[src/rtl/l2_burst_engine.sv]
// ============================================================================
// Module      : l2_burst_engine
// Description : JTAG-to-L2 burst engine; auto-incrementing word bursts to a
//               word-interleaved multi-bank L2 with a credit-limited read FIFO.
// Revision    : 1.0 - initial release
// ============================================================================
`default_nettype none

module l2_burst_engine #(
    parameter int ADDR_WIDTH  = 32,
    parameter int DATA_WIDTH  = 32,
    parameter int NB_BANKS    = 4,
    parameter int MAX_BURST   = 256,
    parameter int RDATA_DEPTH = 4
) (
    input  logic                          clk_i,
    input  logic                          rst_n,
    input  logic                          cmd_valid_i,
    output logic                          cmd_ready_o,
    input  logic                          cmd_we_i,
    input  logic [ADDR_WIDTH-1:0]         cmd_addr_i,
    input  logic [$clog2(MAX_BURST)-1:0]  cmd_len_i,
    input  logic                          wdata_valid_i,
    output logic                          wdata_ready_o,
    input  logic [DATA_WIDTH-1:0]         wdata_i,
    output logic                          rdata_valid_o,
    input  logic                          rdata_ready_i,
    output logic [DATA_WIDTH-1:0]         rdata_o,
    output logic [NB_BANKS-1:0]           mem_req_o,
    input  logic [NB_BANKS-1:0]           mem_gnt_i,
    output logic                          mem_we_o,
    output logic [ADDR_WIDTH-1:0]         mem_addr_o,
    output logic [DATA_WIDTH-1:0]         mem_wdata_o,
    output logic [DATA_WIDTH/8-1:0]       mem_be_o,
    input  logic                          mem_rvalid_i,
    input  logic [DATA_WIDTH-1:0]         mem_rdata_i,
    output logic                          busy_o,
    output logic                          done_o,
    output logic                          err_o
);

    localparam int c_BYTES  = DATA_WIDTH / 8;
    localparam int c_OFF_W  = $clog2(c_BYTES);
    localparam int c_BANK_W = $clog2(NB_BANKS);
    localparam int c_LEN_W  = $clog2(MAX_BURST);
    localparam int c_PTR_W  = (RDATA_DEPTH > 1) ? $clog2(RDATA_DEPTH) : 1;
    localparam int c_CNT_W  = $clog2(RDATA_DEPTH + 1);

    typedef enum logic [1:0] {
        S_IDLE  = 2'd0,
        S_WRITE = 2'd1,
        S_READ  = 2'd2,
        S_DRAIN = 2'd3
    } state_t;

    state_t                  r_state;
    logic [ADDR_WIDTH-1:0]   r_addr;
    logic [c_LEN_W:0]        r_remaining;
    logic                    r_outstanding;
    logic                    r_done;
    logic                    r_err;

    logic [DATA_WIDTH-1:0]   r_fifo [RDATA_DEPTH];
    logic [c_PTR_W-1:0]      r_wr_ptr;
    logic [c_PTR_W-1:0]      r_rd_ptr;
    logic [c_CNT_W-1:0]      r_count;

    logic [NB_BANKS-1:0]     w_bank_onehot;
    logic                    w_misaligned;
    logic [c_CNT_W:0]        w_inflight;
    logic                    w_credit;
    logic                    w_req;
    logic                    w_gnt;
    logic                    w_push;
    logic                    w_pop;
    logic                    w_last;

    // Word-interleaved banks: the low word-address bits pick the bank.
    generate
        if (NB_BANKS > 1) begin : g_multi_bank
            logic [c_BANK_W-1:0] w_bank;
            assign w_bank        = r_addr[c_OFF_W +: c_BANK_W];
            assign w_bank_onehot = NB_BANKS'(1) << w_bank;
        end else begin : g_single_bank
            assign w_bank_onehot = 1'b1;
        end
    endgenerate

    assign w_misaligned = (cmd_addr_i & ADDR_WIDTH'(c_BYTES - 1)) != '0;

    // Credit covers words already queued plus the one whose rvalid is in flight.
    assign w_inflight = {1'b0, r_count} + (c_CNT_W + 1)'(r_outstanding);
    assign w_credit   = w_inflight < (c_CNT_W + 1)'(RDATA_DEPTH);

    assign w_req = ((r_state == S_WRITE) && wdata_valid_i) ||
                   ((r_state == S_READ) && w_credit);
    assign w_gnt  = |(mem_req_o & mem_gnt_i);
    assign w_last = (r_remaining == (c_LEN_W + 1)'(1));

    assign mem_req_o     = w_req ? w_bank_onehot : '0;
    assign mem_we_o      = (r_state == S_WRITE);
    assign mem_addr_o    = r_addr;
    assign mem_wdata_o   = (r_state == S_WRITE) ? wdata_i : '0;
    assign mem_be_o      = {c_BYTES{w_req}};
    assign wdata_ready_o = (r_state == S_WRITE) && w_gnt;

    assign cmd_ready_o = (r_state == S_IDLE);
    assign busy_o      = (r_state != S_IDLE) || r_done;
    assign done_o      = r_done;
    assign err_o       = r_err;

    always_ff @(posedge clk_i or negedge rst_n) begin
        if (!rst_n) begin
            r_state       <= S_IDLE;
            r_addr        <= '0;
            r_remaining   <= '0;
            r_outstanding <= 1'b0;
            r_done        <= 1'b0;
            r_err         <= 1'b0;
        end else begin
            r_done        <= 1'b0;
            r_err         <= 1'b0;
            r_outstanding <= (r_state == S_READ) && w_gnt;
            case (r_state)
                S_IDLE: begin
                    if (cmd_valid_i) begin
                        if (w_misaligned) begin
                            r_err <= 1'b1;
                        end else begin
                            r_addr      <= cmd_addr_i;
                            r_remaining <= {1'b0, cmd_len_i} + (c_LEN_W + 1)'(1);
                            r_state     <= cmd_we_i ? S_WRITE : S_READ;
                        end
                    end
                end
                S_WRITE: begin
                    if (w_gnt) begin
                        r_addr      <= r_addr + ADDR_WIDTH'(c_BYTES);
                        r_remaining <= r_remaining - (c_LEN_W + 1)'(1);
                        if (w_last) begin
                            r_done  <= 1'b1;
                            r_state <= S_IDLE;
                        end
                    end
                end
                S_READ: begin
                    if (w_gnt) begin
                        r_addr      <= r_addr + ADDR_WIDTH'(c_BYTES);
                        r_remaining <= r_remaining - (c_LEN_W + 1)'(1);
                        if (w_last) begin
                            r_state <= S_DRAIN;
                        end
                    end
                end
                S_DRAIN: begin
                    if (w_push) begin
                        r_done  <= 1'b1;
                        r_state <= S_IDLE;
                    end
                end
                default: r_state <= S_IDLE;
            endcase
        end
    end

    // Only rvalids that answer a grant of the current burst are accepted,
    // so a response still in flight across a reset is dropped.
    assign w_push        = mem_rvalid_i && r_outstanding;
    assign rdata_valid_o = (r_count != '0);
    assign w_pop         = rdata_valid_o && rdata_ready_i;
    assign rdata_o       = rdata_valid_o ? r_fifo[r_rd_ptr] : '0;

    function automatic logic [c_PTR_W-1:0] ptr_inc(input logic [c_PTR_W-1:0] p);
        return (p == c_PTR_W'(RDATA_DEPTH - 1)) ? '0 : p + c_PTR_W'(1);
    endfunction

    always_ff @(posedge clk_i) begin
        if (w_push) begin
            r_fifo[r_wr_ptr] <= mem_rdata_i;
        end
    end

    always_ff @(posedge clk_i or negedge rst_n) begin
        if (!rst_n) begin
            r_wr_ptr <= '0;
            r_rd_ptr <= '0;
            r_count  <= '0;
        end else begin
            if (w_push) begin
                r_wr_ptr <= ptr_inc(r_wr_ptr);
            end
            if (w_pop) begin
                r_rd_ptr <= ptr_inc(r_rd_ptr);
            end
            case ({w_push, w_pop})
                2'b10:   r_count <= r_count + c_CNT_W'(1);
                2'b01:   r_count <= r_count - c_CNT_W'(1);
                default: r_count <= r_count;
            endcase
        end
    end

endmodule

`default_nettype wire

[config.mk]
export PLATFORM = sky130hd
export DESIGN_NAME = l2_burst_engine
export DESIGN_NICKNAME = d
export VERILOG_FILES = /design/src/rtl/l2_burst_engine.sv
export SDC_FILE = /design/constraint.sdc
export NUM_CORES = 1
export LEC_CHECK = 0
export ABC_CLOCK_PERIOD_IN_PS = 4000
export CORE_UTILIZATION = 60
export DETAILED_ROUTE_END_ITERATION = 8
export DONT_BUFFER_PORTS = 1
export GPL_ROUTABILITY_DRIVEN = 0
export HOLD_SLACK_MARGIN = 0.15
export PLACE_DENSITY = 0.76
export SLEW_MARGIN = 20
export SYNTH_ARGS = -nofsm -noshare
export SYNTH_HDL_FRONTEND = slang
export SYNTH_SLANG_ARGS = --single-unit
[constraint.sdc]
create_clock -name clk_i -period 4 [get_ports clk_i]
set_clock_uncertainty 0.1 [all_clocks]
set_input_delay 1 -clock clk_i [delete_from_list [all_inputs] [get_ports clk_i]]
set_output_delay 1 -clock clk_i [all_outputs]
set_load 0.1 [all_outputs]
==> metrics <==
via density per instance approximately 6.2; initial antenna violation count 0; Synth async-reset ratio between 20% and 30%; CTS tree yes; share of cells above drive strength 1 between 20% and 30%; Synthesis Warnings 0; Post-CTS Setup Bufs 0; H-tree Lvls 4; post-layout instance count excluding filler cells around 960; status finished clean; Yosys cell types between 60 and 70; first-pass GRT wire length 31100 um; Die Y 123 um; post-route minimum period around 3.5 ns; clock slew at reported path FFs about 0.070 ns; Mapped Avg Cell Area approximately 13 um2; Final nets ~900; Fin Hold WS 0.174 ns; HPWL Detailed roughly 14000 um; area delta synth->final 16.8%; DIE AREA 0.0152 mm2; cell row count 44; maximum clock rate between 200 and 300 MHz; Max Cap Viol 0; worst setup path start r_rd_ptr[0]; post-route setup TNS 0 ns; clk sinks 181; ANT cells 0; element type at the critical path start flip-flop; fin. max-slew vios 0; Setup CP Type flip-flop to output pin; number of flops mapped to enable cells by yosys roughly 130; Finish-stage setup viols 0; largest net degree at the start of global routing 54; Yosys reg bits around 180; DRC errors left 0; peak fanout along the critical path 16; Initial Util between 60% and 70%; global router's overall resource usage between 20 and 30%; TritonCTS buffer count 17; post-route ant nets 0; main flop type after synthesis edfxtp_1; Overflow after GRT 0; Setup crit end kind output pin; Buffers on Ports 0; core area 0.0145 mm2; reg-to-reg startpoint r_state[1]; Die Span X 123 um; critical path arrival roughly 2.4 ns; most common cell after layout, fill and taps aside edfxtp_1; placed insts between 900 and 1k; synthesized cell area ~0.009 mm2; Final Hold Fails 0; Post-Synthesis Net Count between 800 and 900; worst relative slew slack a little under a third; number of global-route vias before repair 5966; most frequent cells in the layout 128 x edfxtp_1, 106 x buf_4, 72 x and2_1; clk buf depth 2; actual slew at the worst max-slew pin 1.04 ns; drt first pass iters 5; Detailed Route WL just over 20000 um; Worst EP required 2.90 ns; Mapped Cells 671; insertion delay to the later sink of the worst-skew pair between 0.4 and 0.5 ns; worst min-delay path category input pin to asynchronous set/reset pin; Iter 0 DRT Violations 427; IO Pins ~230; RSZ-0062 raised after global routing false; sequential area share after synthesis 58.4%; R2R cell count 8; period utilisation layout between 80% and 90%; CTS Root Cell clkbuf_16; DR WL/cell about 21 um; vias roughly 5.9k
## area by class of cell
type / instances / area [um2]
fill: 952 / 4150
timing repair buffer: 111 / 896
tap: 184 / 230
inverter: 19 / 73.8
multi-input combinational: 428 / 3430
sequential: 181 / 5170
clock inverter: 13 / 97.6
clock buffer: 19 / 433
## path summary, 6_finish.rpt
path | end | slack, ns
setup / recovery | rdata_o[13] | 0.54
hold / removal | r_remaining[4] | 0.17
setup reg to reg | mem_addr_o[10] | 1.08
hold reg to reg | r_count[0] | 0.40
max in group asynchronous | mem_addr_o[11] | 3.32
min in group clk_i | r_count[0] | 0.40
## synthesized netlist by cell type, drive strengths merged, types with 3 or more instances
library cell	number	area, um2
a21oi	30	150
a221o	3	31.3
a22o	4	35.0
and2	72	450
and3	6	37.5
and4	5	45.0
buf	20	106
clkbuf	23	87.6
dfrtp	53	1330
edfxtp	128	3840
ha	17	213
inv	18	67.6
mux2	3	33.8
mux2i	30	300
mux4	32	721
nand2	53	199
nand2b	5	31.3
nand3	22	110
nand4	18	149
nor2	15	56.3
nor3	13	65.1
nor4	17	146
nor4b	4	35.0
o21ai	16	80.1
o22ai	22	138
or2	3	18.8
or3	4	26.3
xnor2	4	35.0
xor2	5	43.8
## sequential cells by signal (all words and copies together) (netlist names)
register       flops
mem_addr_o        32
r_wr_ptr           2
r_fifo           128
r_count            3
err_o              1
r_state            2
done_o             1
r_remaining        9
r_rd_ptr           2
r_outstanding      1
## cells by family (layout without fill, tap and decap cells)
family / count (synthesis) / count (layout) / synth area share (%)
AO/OA/AOI/OAI: 93 / 93 / 6.97
multiplexers: 65 / 65 / 11.9
adder cells (fa/ha/maj): 18 / 18 / 2.63
buffers and inverters: 62 / 162 / 3.00
flip-flops: 181 / 181 / 58.4
AND/OR/NAND/NOR: 243 / 243 / 16.1
XOR/XNOR: 9 / 9 / 0.891
## critical path, stage by stage, from the launching register on
cell	delay, ns
dfrtp_2	0.69
buf_4	0.28
mux4_2	0.53
and2_1	0.19
buf_4	0.24
## per-stage QoR
step / util, % / setup slack (ns) / instance area, um2
2_1_floorplan: - / 0.0834 / 8850
3_3_place_gp: 67.6 / 0.753 / 9780
3_5_place_dp: 67.6 / 0.757 / 9780
4_1_cts: 71.2 / 0.487 / 10300
5_1_grt: 71.4 / 0.395 / 10300
6_report: 71.4 / 0.545 / 10300
## per-layer routing
| metal | up-vias | global-route usage [%] | part of all wire (%) |
|---|---|---|---|
| li1 | 2719 | - | - |
| met1 | 2939 | 33.9 | 39 |
| met2 | 245 | 46.5 | 51 |
| met3 | 21 | 8.21 | 8.0 |
| met4 | 0 | 8.73 | 1.5 |
| met5 | - | 0 | 0 |
## what timing repair did
item                      CTS  global route
hold endpoints to repair    0            32
gates resized for setup     0             0
hold buffers                0             1
Power is not shown: default switching activity piles up to over one toggle a cycle in this logic, so the estimate is an artifact.
